`src/rtl/sensor_responder_pkg.sv`:
```
// Shared sensor-interface constants and types for the sensor responder slice.
// Holds the widths the CGRA sensor context and the responder agree on.
package sensor_responder_pkg;

   localparam int SENSOR_ID_WIDTH      = 4;
   localparam int SENSOR_CONTEXT_WIDTH = 8;
   localparam int SENSOR_DATA_WIDTH    = 32;

   // One registered read answer as seen by the consuming PE.
   typedef struct packed {
      logic [SENSOR_DATA_WIDTH-1:0] data;
      logic                         valid;
      logic                         fresh;
   } rd_result_t;

   // True when an ID addresses an implemented entry. The extra bit keeps
   // the compare correct when count equals 2**SENSOR_ID_WIDTH.
   function automatic logic id_in_range(input logic [SENSOR_ID_WIDTH-1:0] id,
                                        input int count);
      return ({1'b0, id} < (SENSOR_ID_WIDTH+1)'(count));
   endfunction

endpackage

```
`src/rtl/sensor_responder_if.sv`:
```
// Read port (context side) and sample write port (acquisition side) of the
// sensor responder, bundled so the top and its users share one definition.
interface sensor_responder_if;
   import sensor_responder_pkg::*;

   logic [SENSOR_ID_WIDTH-1:0]   SENSOR_ADDR_I;
   logic                         SENSOR_READ_EN_I;
   logic [SENSOR_DATA_WIDTH-1:0] SENSOR_DATA_O;
   logic                         SENSOR_DATA_VALID_O;
   logic                         SENSOR_FRESH_O;
   logic                         WR_VALID_I;
   logic                         WR_READY_O;
   logic [SENSOR_ID_WIDTH-1:0]   WR_ID_I;
   logic [SENSOR_DATA_WIDTH-1:0] WR_DATA_I;

   // Requester side: context memory plus acquisition front end.
   modport master (
      output SENSOR_ADDR_I, SENSOR_READ_EN_I, WR_VALID_I, WR_ID_I, WR_DATA_I,
      input  SENSOR_DATA_O, SENSOR_DATA_VALID_O, SENSOR_FRESH_O, WR_READY_O
   );

   // Responder side.
   modport slave (
      input  SENSOR_ADDR_I, SENSOR_READ_EN_I, WR_VALID_I, WR_ID_I, WR_DATA_I,
      output SENSOR_DATA_O, SENSOR_DATA_VALID_O, SENSOR_FRESH_O, WR_READY_O
   );

endinterface

```
`src/rtl/sensor_responder_sensor_entry.sv`:
```
// One sensor entry: shadow sample, published (active) sample, pending flag
// and freshness flag. Sync publishes the pre-write shadow; a fresh set by
// sync wins over a read clear in the same cycle.
module sensor_entry
   import sensor_responder_pkg::*;
(
   input  logic                         CGRA_CLK_I,
   input  logic                         RST_N_I,
   input  logic                         wr_en,
   input  logic [SENSOR_DATA_WIDTH-1:0] wr_data,
   input  logic                         sync,
   input  logic                         rd_clr,
   output logic [SENSOR_DATA_WIDTH-1:0] active_data,
   output logic                         fresh,
   output logic                         overrun_hit
);

   logic [SENSOR_DATA_WIDTH-1:0] shadow_reg, shadow_next;
   logic [SENSOR_DATA_WIDTH-1:0] active_reg, active_next;
   logic                         pend_reg, pend_next;
   logic                         fresh_reg, fresh_next;
   logic                         publish;

   // Next-state: publish first, then let a write land against post-sync pend.
   always_comb begin
      publish     = sync & pend_reg;
      overrun_hit = wr_en & pend_reg & ~sync;
      shadow_next = wr_en ? wr_data : shadow_reg;
      active_next = publish ? shadow_reg : active_reg;
      pend_next   = wr_en ? 1'b1 : (sync ? 1'b0 : pend_reg);
      fresh_next  = publish ? 1'b1 : (rd_clr ? 1'b0 : fresh_reg);
   end

   // Entry state registers.
   always_ff @(posedge CGRA_CLK_I or negedge RST_N_I) begin
      if (!RST_N_I) begin
         shadow_reg <= '0;
         active_reg <= '0;
         pend_reg   <= 1'b0;
         fresh_reg  <= 1'b0;
      end else begin
         shadow_reg <= shadow_next;
         active_reg <= active_next;
         pend_reg   <= pend_next;
         fresh_reg  <= fresh_next;
      end
   end

   assign active_data = active_reg;
   assign fresh       = fresh_reg;

endmodule

```
`src/rtl/sensor_responder.sv`:
```
// Sensor responder: answers CGRA context sensor reads one cycle after the
// strobe from a snapshot published on SYNC_I. Entries are flip-flops so a
// sync can publish every entry in the same cycle.
module sensor_responder
   import sensor_responder_pkg::*;
#(
   parameter int SENSOR_COUNT = 16  // must not exceed 2**SENSOR_ID_WIDTH
) (
   input  logic                CGRA_CLK_I,
   input  logic                RST_N_I,
   input  logic                EN_I,
   input  logic                SYNC_I,
   input  logic                CLR_ERR_I,
   sensor_responder_if.slave   bus,
   output logic                OVERRUN_O,
   output logic                ADDR_ERR_O
);

   logic                         wr_fire, rd_fire;
   logic                         wr_in_range, rd_in_range;
   logic [SENSOR_COUNT-1:0]      entry_wr_en, entry_rd_clr;
   logic [SENSOR_COUNT-1:0]      entry_fresh, entry_overrun;
   logic [SENSOR_DATA_WIDTH-1:0] entry_active [SENSOR_COUNT];
   rd_result_t                   rd_mux, rd_next, rd_reg;
   logic                         wr_ready_reg;
   logic                         overrun_reg, overrun_next;
   logic                         addr_err_reg, addr_err_next;

   assign wr_fire     = bus.WR_VALID_I & wr_ready_reg;
   assign rd_fire     = EN_I & bus.SENSOR_READ_EN_I;
   assign wr_in_range = id_in_range(bus.WR_ID_I, SENSOR_COUNT);
   assign rd_in_range = id_in_range(bus.SENSOR_ADDR_I, SENSOR_COUNT);

   // Per-entry decode and storage; out-of-range IDs match no entry.
   generate
      for (genvar gi = 0; gi < SENSOR_COUNT; gi++) begin : g_entry
         assign entry_wr_en[gi]  = wr_fire & (bus.WR_ID_I == SENSOR_ID_WIDTH'(gi));
         assign entry_rd_clr[gi] = rd_fire & (bus.SENSOR_ADDR_I == SENSOR_ID_WIDTH'(gi));

         sensor_entry u_entry (
            .CGRA_CLK_I  (CGRA_CLK_I),
            .RST_N_I     (RST_N_I),
            .wr_en       (entry_wr_en[gi]),
            .wr_data     (bus.WR_DATA_I),
            .sync        (SYNC_I),
            .rd_clr      (entry_rd_clr[gi]),
            .active_data (entry_active[gi]),
            .fresh       (entry_fresh[gi]),
            .overrun_hit (entry_overrun[gi])
         );
      end
   endgenerate

   // Read mux; out-of-range reads answer zero data, not fresh.
   always_comb begin
      rd_mux       = '0;
      rd_mux.valid = rd_fire;
      if (rd_fire && rd_in_range) begin
         for (int i = 0; i < SENSOR_COUNT; i++) begin
            if (bus.SENSOR_ADDR_I == SENSOR_ID_WIDTH'(i)) begin
               rd_mux.data  = entry_active[i];
               rd_mux.fresh = entry_fresh[i];
            end
         end
      end
   end

   // Output and sticky-flag next state; data holds between reads.
   always_comb begin
      rd_next       = rd_fire ? rd_mux : '{data: rd_reg.data, valid: 1'b0, fresh: 1'b0};
      overrun_next  = (|entry_overrun) | (overrun_reg & ~CLR_ERR_I);
      addr_err_next = (wr_fire & ~wr_in_range) | (rd_fire & ~rd_in_range)
                    | (addr_err_reg & ~CLR_ERR_I);
   end

   // Output registers, write-ready and sticky error flags.
   always_ff @(posedge CGRA_CLK_I or negedge RST_N_I) begin
      if (!RST_N_I) begin
         rd_reg       <= '0;
         wr_ready_reg <= 1'b0;
         overrun_reg  <= 1'b0;
         addr_err_reg <= 1'b0;
      end else begin
         rd_reg       <= rd_next;
         wr_ready_reg <= 1'b1;
         overrun_reg  <= overrun_next;
         addr_err_reg <= addr_err_next;
      end
   end

   assign bus.SENSOR_DATA_O       = rd_reg.data;
   assign bus.SENSOR_DATA_VALID_O = rd_reg.valid;
   assign bus.SENSOR_FRESH_O      = rd_reg.fresh;
   assign bus.WR_READY_O          = wr_ready_reg;
   assign OVERRUN_O               = overrun_reg;
   assign ADDR_ERR_O              = addr_err_reg;

endmodule

```
`src/flat_wrapper.sv`:
```
// flat-port wrapper written by rule: the top's interface ports become plain ports
module sensor_responder_flat import sensor_responder_pkg::*;
#(
   parameter int SENSOR_COUNT = 16                                       
)
  (CGRA_CLK_I, RST_N_I, EN_I, SYNC_I, CLR_ERR_I, OVERRUN_O, ADDR_ERR_O, bus_SENSOR_ADDR_I, bus_SENSOR_READ_EN_I, bus_WR_VALID_I, bus_WR_ID_I, bus_WR_DATA_I, bus_SENSOR_DATA_O, bus_SENSOR_DATA_VALID_O, bus_SENSOR_FRESH_O, bus_WR_READY_O);
  sensor_responder_if bus_i ();
  input  logic CGRA_CLK_I;
  input  logic RST_N_I;
  input  logic EN_I;
  input  logic SYNC_I;
  input  logic CLR_ERR_I;
  output logic OVERRUN_O;
  output logic ADDR_ERR_O;
  input wire logic [$bits(bus_i.SENSOR_ADDR_I)-1:0] bus_SENSOR_ADDR_I;
  input wire logic [$bits(bus_i.SENSOR_READ_EN_I)-1:0] bus_SENSOR_READ_EN_I;
  input wire logic [$bits(bus_i.WR_VALID_I)-1:0] bus_WR_VALID_I;
  input wire logic [$bits(bus_i.WR_ID_I)-1:0] bus_WR_ID_I;
  input wire logic [$bits(bus_i.WR_DATA_I)-1:0] bus_WR_DATA_I;
  output wire logic [$bits(bus_i.SENSOR_DATA_O)-1:0] bus_SENSOR_DATA_O;
  output wire logic [$bits(bus_i.SENSOR_DATA_VALID_O)-1:0] bus_SENSOR_DATA_VALID_O;
  output wire logic [$bits(bus_i.SENSOR_FRESH_O)-1:0] bus_SENSOR_FRESH_O;
  output wire logic [$bits(bus_i.WR_READY_O)-1:0] bus_WR_READY_O;
  assign bus_i.SENSOR_ADDR_I = bus_SENSOR_ADDR_I;
  assign bus_i.SENSOR_READ_EN_I = bus_SENSOR_READ_EN_I;
  assign bus_i.WR_VALID_I = bus_WR_VALID_I;
  assign bus_i.WR_ID_I = bus_WR_ID_I;
  assign bus_i.WR_DATA_I = bus_WR_DATA_I;
  assign bus_SENSOR_DATA_O = bus_i.SENSOR_DATA_O;
  assign bus_SENSOR_DATA_VALID_O = bus_i.SENSOR_DATA_VALID_O;
  assign bus_SENSOR_FRESH_O = bus_i.SENSOR_FRESH_O;
  assign bus_WR_READY_O = bus_i.WR_READY_O;
  sensor_responder #(.SENSOR_COUNT(SENSOR_COUNT)) u_core (.CGRA_CLK_I(CGRA_CLK_I), .RST_N_I(RST_N_I), .EN_I(EN_I), .SYNC_I(SYNC_I), .CLR_ERR_I(CLR_ERR_I), .bus(bus_i), .OVERRUN_O(OVERRUN_O), .ADDR_ERR_O(ADDR_ERR_O));
endmodule
```
`config.mk`:
```
export PLATFORM = sky130hd
export DESIGN_NAME = sensor_responder_flat
export DESIGN_NICKNAME = d
export VERILOG_FILES = /design/src/rtl/sensor_responder_pkg.sv /design/src/rtl/sensor_responder_if.sv /design/src/rtl/sensor_responder_sensor_entry.sv /design/src/rtl/sensor_responder.sv /design/src/flat_wrapper.sv
export SDC_FILE = /design/constraint.sdc
export NUM_CORES = 1
export LEC_CHECK = 0
export ABC_AREA = 1
export CAP_MARGIN = 0
export CORE_MARGIN = 5
export CORE_UTILIZATION = 44
export CTS_CLUSTER_DIAMETER = 200
export DETAILED_ROUTE_END_ITERATION = 6
export PLACE_DENSITY = 0.6
export SYNTH_ARGS = -nofsm -noshare
export SYNTH_HDL_FRONTEND = slang
export SYNTH_SLANG_ARGS = --single-unit
```
`constraint.sdc`:
```
create_clock -name CGRA_CLK_I -period 1.7 [get_ports CGRA_CLK_I]
set_clock_uncertainty 0.1 [all_clocks]
set_input_delay 0.34 -clock CGRA_CLK_I [delete_from_list [all_inputs] [get_ports CGRA_CLK_I]]
set_output_delay 0.34 -clock CGRA_CLK_I [all_outputs]
set_load 0.03 [all_outputs]
```
* Word-level counts from Yosys, hierarchy flattened
Index checks and enable logic that the tools add are counted.
** Storage, ports and cells
- Bits of input ports :: 47
- Bits in registers :: 1093
- Word-level logic and storage cells :: 304
- Output and inout port bits :: 37
** Cells by class
- Bitwise logic cells :: 87
- Equal/unequal tests :: 30
- Muxes and demuxes :: 82
- Reductions and logical operators :: 35
** Operator list (count)
- 32-bit two-way mux :: 16
- 1-bit AND :: 84
- 1-bit two-way mux :: 65
- 4-bit == test, second input constant :: 16
- 2-bit nonzero test :: 32
- 4-bit by 3-bit == test with 1-bit output, second input constant :: 8
- 4-bit by 2-bit == test with 1-bit output, second input constant :: 4
- 16-bit OR reduction :: 1
- 4-bit by 1-bit == test with 1-bit output, second input constant :: 2
- 4-bit logical NOT :: 2
- 2-bit two-way mux :: 1
- 1-bit NOT :: 2
- 1-bit bitwise OR :: 1

* Longest topological paths before layout
- Depth after elaboration :: 18
- Gate-level depth with buffers :: 15

* Hierarchy
Synthesis repeated with hierarchy kept, for this count alone.
** Unflattened totals
- Cell total of the unflattened synthesis :: 5782
- Area, all modules :: 48507.8 um^2
** Modules (own cells, without submodules)
- sensor_entry :: times used 16, seq. area each 1651.6 um^2, area an instance 2660.1 um^2, cells an instance 284
- sensor_responder :: times used 1, seq. area each 925.9 um^2, area an instance 5947.0 um^2, cells an instance 1238

* Worst setup path before layout
Ideal clock, no wire load.
- Path type :: reg-to-reg
- Start point :: register u_core.wr_ready_reg (netlist: u_core.bus.WR_READY_O)
- End point :: register u_core.g_entry[4].u_entry.shadow_reg[10]
- Path slack :: -0.112 ns
- Stages on the path, launching flop included :: 8
- Arrival time :: 1.578 ns
- Buffers on the path :: 2
- Clock period less this slack :: 1.812 ns
- Required time :: 1.467 ns
- Setup time :: 0.133 ns
- Cells stage by stage :: dfrtp_1 > nand2_1 > nor3_1 > nand2_1 > clkbuf_1 > clkbuf_1 > nand2_1 > o21ai_0
** Between the ends
- Word-level cells in the longest chain between the ends :: 2
** RTL lines
- start, declared :: RTL line sensor_responder.sv:25 : logic wr_ready_reg;
- start signal, assigned :: RTL line sensor_responder.sv:80 : wr_ready_reg <= 1'b0;
- start signal, assigned :: RTL line sensor_responder.sv:85 : wr_ready_reg <= 1'b1;
- 1-bit AND :: RTL line sensor_responder.sv:29 : assign wr_fire = bus.WR_VALID_I & wr_ready_reg;
- 1-bit AND :: RTL line sensor_responder.sv:37 : assign entry_wr_en[gi] = wr_fire & (bus.WR_ID_I == SENSOR_ID_WIDTH'(gi));
- end signal, assigned :: RTL line sensor_responder_sensor_entry.sv:42 : shadow_reg <= shadow_next;
- end, declared :: RTL line sensor_responder_sensor_entry.sv:18 : logic [SENSOR_DATA_WIDTH-1:0] shadow_reg, shadow_next;
Every way passes these cells.
A chain may end at the register's enable or synchronous reset.

* Final worst setup path
- Start point :: register u_core.wr_ready_reg (netlist: u_core.bus.WR_READY_O)
- End point :: register u_core.overrun_reg (netlist: u_core.OVERRUN_O)
** Between the ends
- Word-level cells in the longest chain between the ends :: 6
- Elaborated cells between the ends (all ways) :: 51
- Classes of those cells :: bitwise (50); reduce/logical (1)
** RTL lines
- 1-bit AND (*) :: RTL line sensor_responder.sv:29
- 1-bit AND :: RTL line sensor_responder.sv:37
- 1-bit AND (2 in a row) :: RTL line sensor_responder_sensor_entry.sv:27 : overrun_hit = wr_en & pend_reg & ~sync;
- 16-bit OR reduction (*) :: RTL line sensor_responder.sv:71 : overrun_next = (|entry_overrun) | (overrun_reg & ~CLR_ERR_I);
- 1-bit bitwise OR (*) :: RTL line sensor_responder.sv:71
- named net u_core.overrun_next :: RTL line sensor_responder.sv:26 : logic overrun_reg, overrun_next;
- end signal, assigned :: RTL line sensor_responder.sv:86 : overrun_reg <= overrun_next;
- end, declared :: RTL line sensor_responder.sv:26
Mark *: on every way through the listed nets, which the timed path passes. The rest lies on a longest branch.

==> impl_metrics.tcl <==
set metrics [dict create \
    outcome "finished with violations" \
    violations "negative setup slack" \
    core_area_um2 98700 \
    antenna_found_initial 5 \
    finalHoldViolations 0 \
    synthDistinctLibCells 27 \
    overflow 0 \
    setup_ws_ns -0.0766 \
    tns_ns -0.538 \
    synth_top_area_share_pct 62.3 \
    startpoint_type "register" \
    wl_per_cell_um 20.1 \
    crit_buf_inv 2 \
    hpwl_mm 82.0 \
    worstHoldPathType "input port to async pin" \
    cts_buffers 112 \
    power.density_nw_per_um2 1230 \
    nets 4704 \
    power_leakage_uw 0.0270 \
    syn_inst 4365 \
    seqPwrFrac_pct 49.7 \
    drt_iter0_markers 2362 \
    ant_nets 0 \
    yosys-top-cells-count "dfrtp_1 (1093), nand2_1 (1031), o21ai_0 (561)" \
    rows 115 \
    seq_area_um2 27400 \
    vias 31600 \
    routed_wl_mm 121 \
    synth_area_per_cell_um2 10.1 \
    max_slew_margin_pct 54.1 \
    cts_buffer_depth 3 \
    clkSlewWorstSetupHoldPaths_ns 0.06 \
    ir_worst_vdd_mv 0.838 \
    power_uw 66600 \
    synth.area.top_cells "dfrtp_1 (62%), mux2_2 (9.5%), nand2_1 (8.8%)" \
    whs_ns 0.0885 \
    synthArstFlopShare_pct 100 \
    yosysMostFrequentCell "dfrtp_1" \
    swShare_pct 25.7 \
    combPwrFrac_pct 12.7 \
    die_w_um 326 \
    internal_power_uw 49500 \
    netlist_area_um2 43900 \
    cts_sinks 1093 \
    synth_nets 4412 \
    cts-root-buf "clkbuf_16" \
    grtUsageTotal_pct 22.6 \
    cts_tree "yes" \
    power.switching_uw 17100 \
    path_cells "nand2_4, nor2_1, buf_4, nand2_2, o22ai_1, nor4_1, and2_4, buf_12, o22ai_2" \
    ys_seq_area_share_pct 62.3 \
    worstPathRequired_ns 2.15 \
    power_frac_clock_pct 37.6 \
    synth_largest_area_cell "dfrtp_1" \
    grt_pass1_vias 31700 \
    critPathMaxStageDelay_ns 0.43 \
    slowest_stage "dfrtp_2" \
    ys.flop_type "dfrtp_1" \
    crit_fanout 4 \
    cp-end-kind "register" \
    initial_utilization_pct 44.5 \
    clk_latency_ns 0.68 \
    grt_first_pass_wirelength_mm 189 \
    synth-seq-cells 1093 \
    ios 84 \
    arrival_ns 2.23 \
    tightest_slew_ns 0.688 \
    dieArea_um2 106000 \
    die_y_um 326 \
    cap_viol_max_count 0 \
    drcViolationCount 0 \
    drtPass1Iterations 7 \
    synth-edff-count 0 \
    setup_viol 20 \
    port_buffers 83 \
    place.gp.congestion 0.834 \
    drive_above_1_share_pct 23.6 \
    drv_slew 0 \
    area_growth_pct 23.0 \
    fmax_ghz 0.563 \
    crit_family "simple AND/OR/NAND/NOR gates" \
    finalCritPeriodShare_pct 105 \
    grt_max_degree 66 \
    worst-setup-path-type "register to register" \
    fin_util_pct 54.7 \
    htree_levels 3 \
    fin_crit_ns 1.78 \
    ys_warn_count 0 \
    rsz0062_at_grt "yes" \
    viasPerCell 5.23 \
    multi_input_area_um2 14700 \
    fillers 8632 \
]
==> cell usage in the layout (no fill, tap or decap), types with 118 or more instances in the layout <==
cell type / netlist / routed
dfrtp_1: 1093 / 1078
nand2_1: 1031 / 984
o21ai_0: 561 / 555
mux2_2: 372 / 372
nor2_1: 346 / 314
inv_1: 291 / 268
buf_4: 1 / 219
a21oi_1: 173 / 173
buf_12: 0 / 137
clkbuf_16: 0 / 118
==> final timing paths <==
| check | to | cells past startpoint | slack (ns) | start |
|---|---|---|---|---|
| worst max-delay path | u_core.OVERRUN_O | 9 | -0.08 | u_core.bus.WR_READY_O |
| worst min-delay path | u_core.g_entry[9].u_entry.shadow_reg[12] | 2 | 0.09 | RST_N_I |
| worst max register to register | u_core.OVERRUN_O | 9 | -0.08 | u_core.bus.WR_READY_O |
| worst min register to register | u_core.g_entry[12].u_entry.shadow_reg[26] | 2 | 0.38 | u_core.g_entry[12].u_entry.shadow_reg[26] |
| max in group asynchronous | u_core.bus.SENSOR_DATA_O[27] | 3 | 0.55 | RST_N_I |
| min in group CGRA_CLK_I | u_core.ADDR_ERR_O | 2 | 0.17 | CLR_ERR_I |
==> kinds of logic (layout without fill, tap and decap cells) <==
kind of cell / Yosys count / count (layout) / share of synthesized area [%]
other cells: 1 / 3 / 0.00854
mux: 372 / 372 / 9.54
flops: 1093 / 1093 / 62.3
compound gates: 804 / 804 / 9.42
simple gates: 1522 / 1522 / 13.8
buf+inv: 573 / 957 / 4.97
==> final cells by class <==
cell class                 instances  area share, %
timing repair buffer             447           10.0
sequential                      1093           50.7
clock buffer                     166           6.24
clock inverter                    40          0.788
tap                             1287           2.98
inverter                         304           2.11
multi-input combinational       2699           27.2
antenna                            2        0.00927
==> stage by stage <==
stage | std cells | area (µm²) | setup WS [ns]
finish | 6038 | 54000 | -0.0766
global route | 6036 | 54000 | -0.169
CTS | 6032 | 53800 | -0.120
detailed placement | 5812 | 49700 | -1.13
global placement | 5812 | 49700 | -1.09
floorplan | 4365 | 43900 | -0.0772
==> metal layers <==
layer	share of wire [%]	global-route usage [%]	up-vias	wire length [µm]
met5	0	0	-	0
met2	46	36.2	715	55700
met1	46	32.5	15900	55800
li1	-	-	14800	-
met4	2.5	5.95	0	3020
met3	5.5	3.66	177	6630
==> repair_timing <==
action / CTS / global route
endpoints found under the hold margin: 907 / 0
setup buffers: 12 / 3
pin swaps: 9 / 26
resized for setup: 234 / 90
endpoints found under the setup margin: 208 / 162
hold buffers: 1 / 0
cloned: 1 / 2
==> power by group through the flow <==
stage | combinational, µW | sequential, µW | clock, µW
after CTS | 8520 | 33000 | 25500
after floorplan | 4750 | 32900 | 0
final | 8470 | 33100 | 25000
after detailed placement | 8360 | 33400 | 0
after global routing | 9620 | 33600 | 26600
after global placement | 8090 | 33300 | 0
Note: power is estimated with default switching activity, not from simulation.
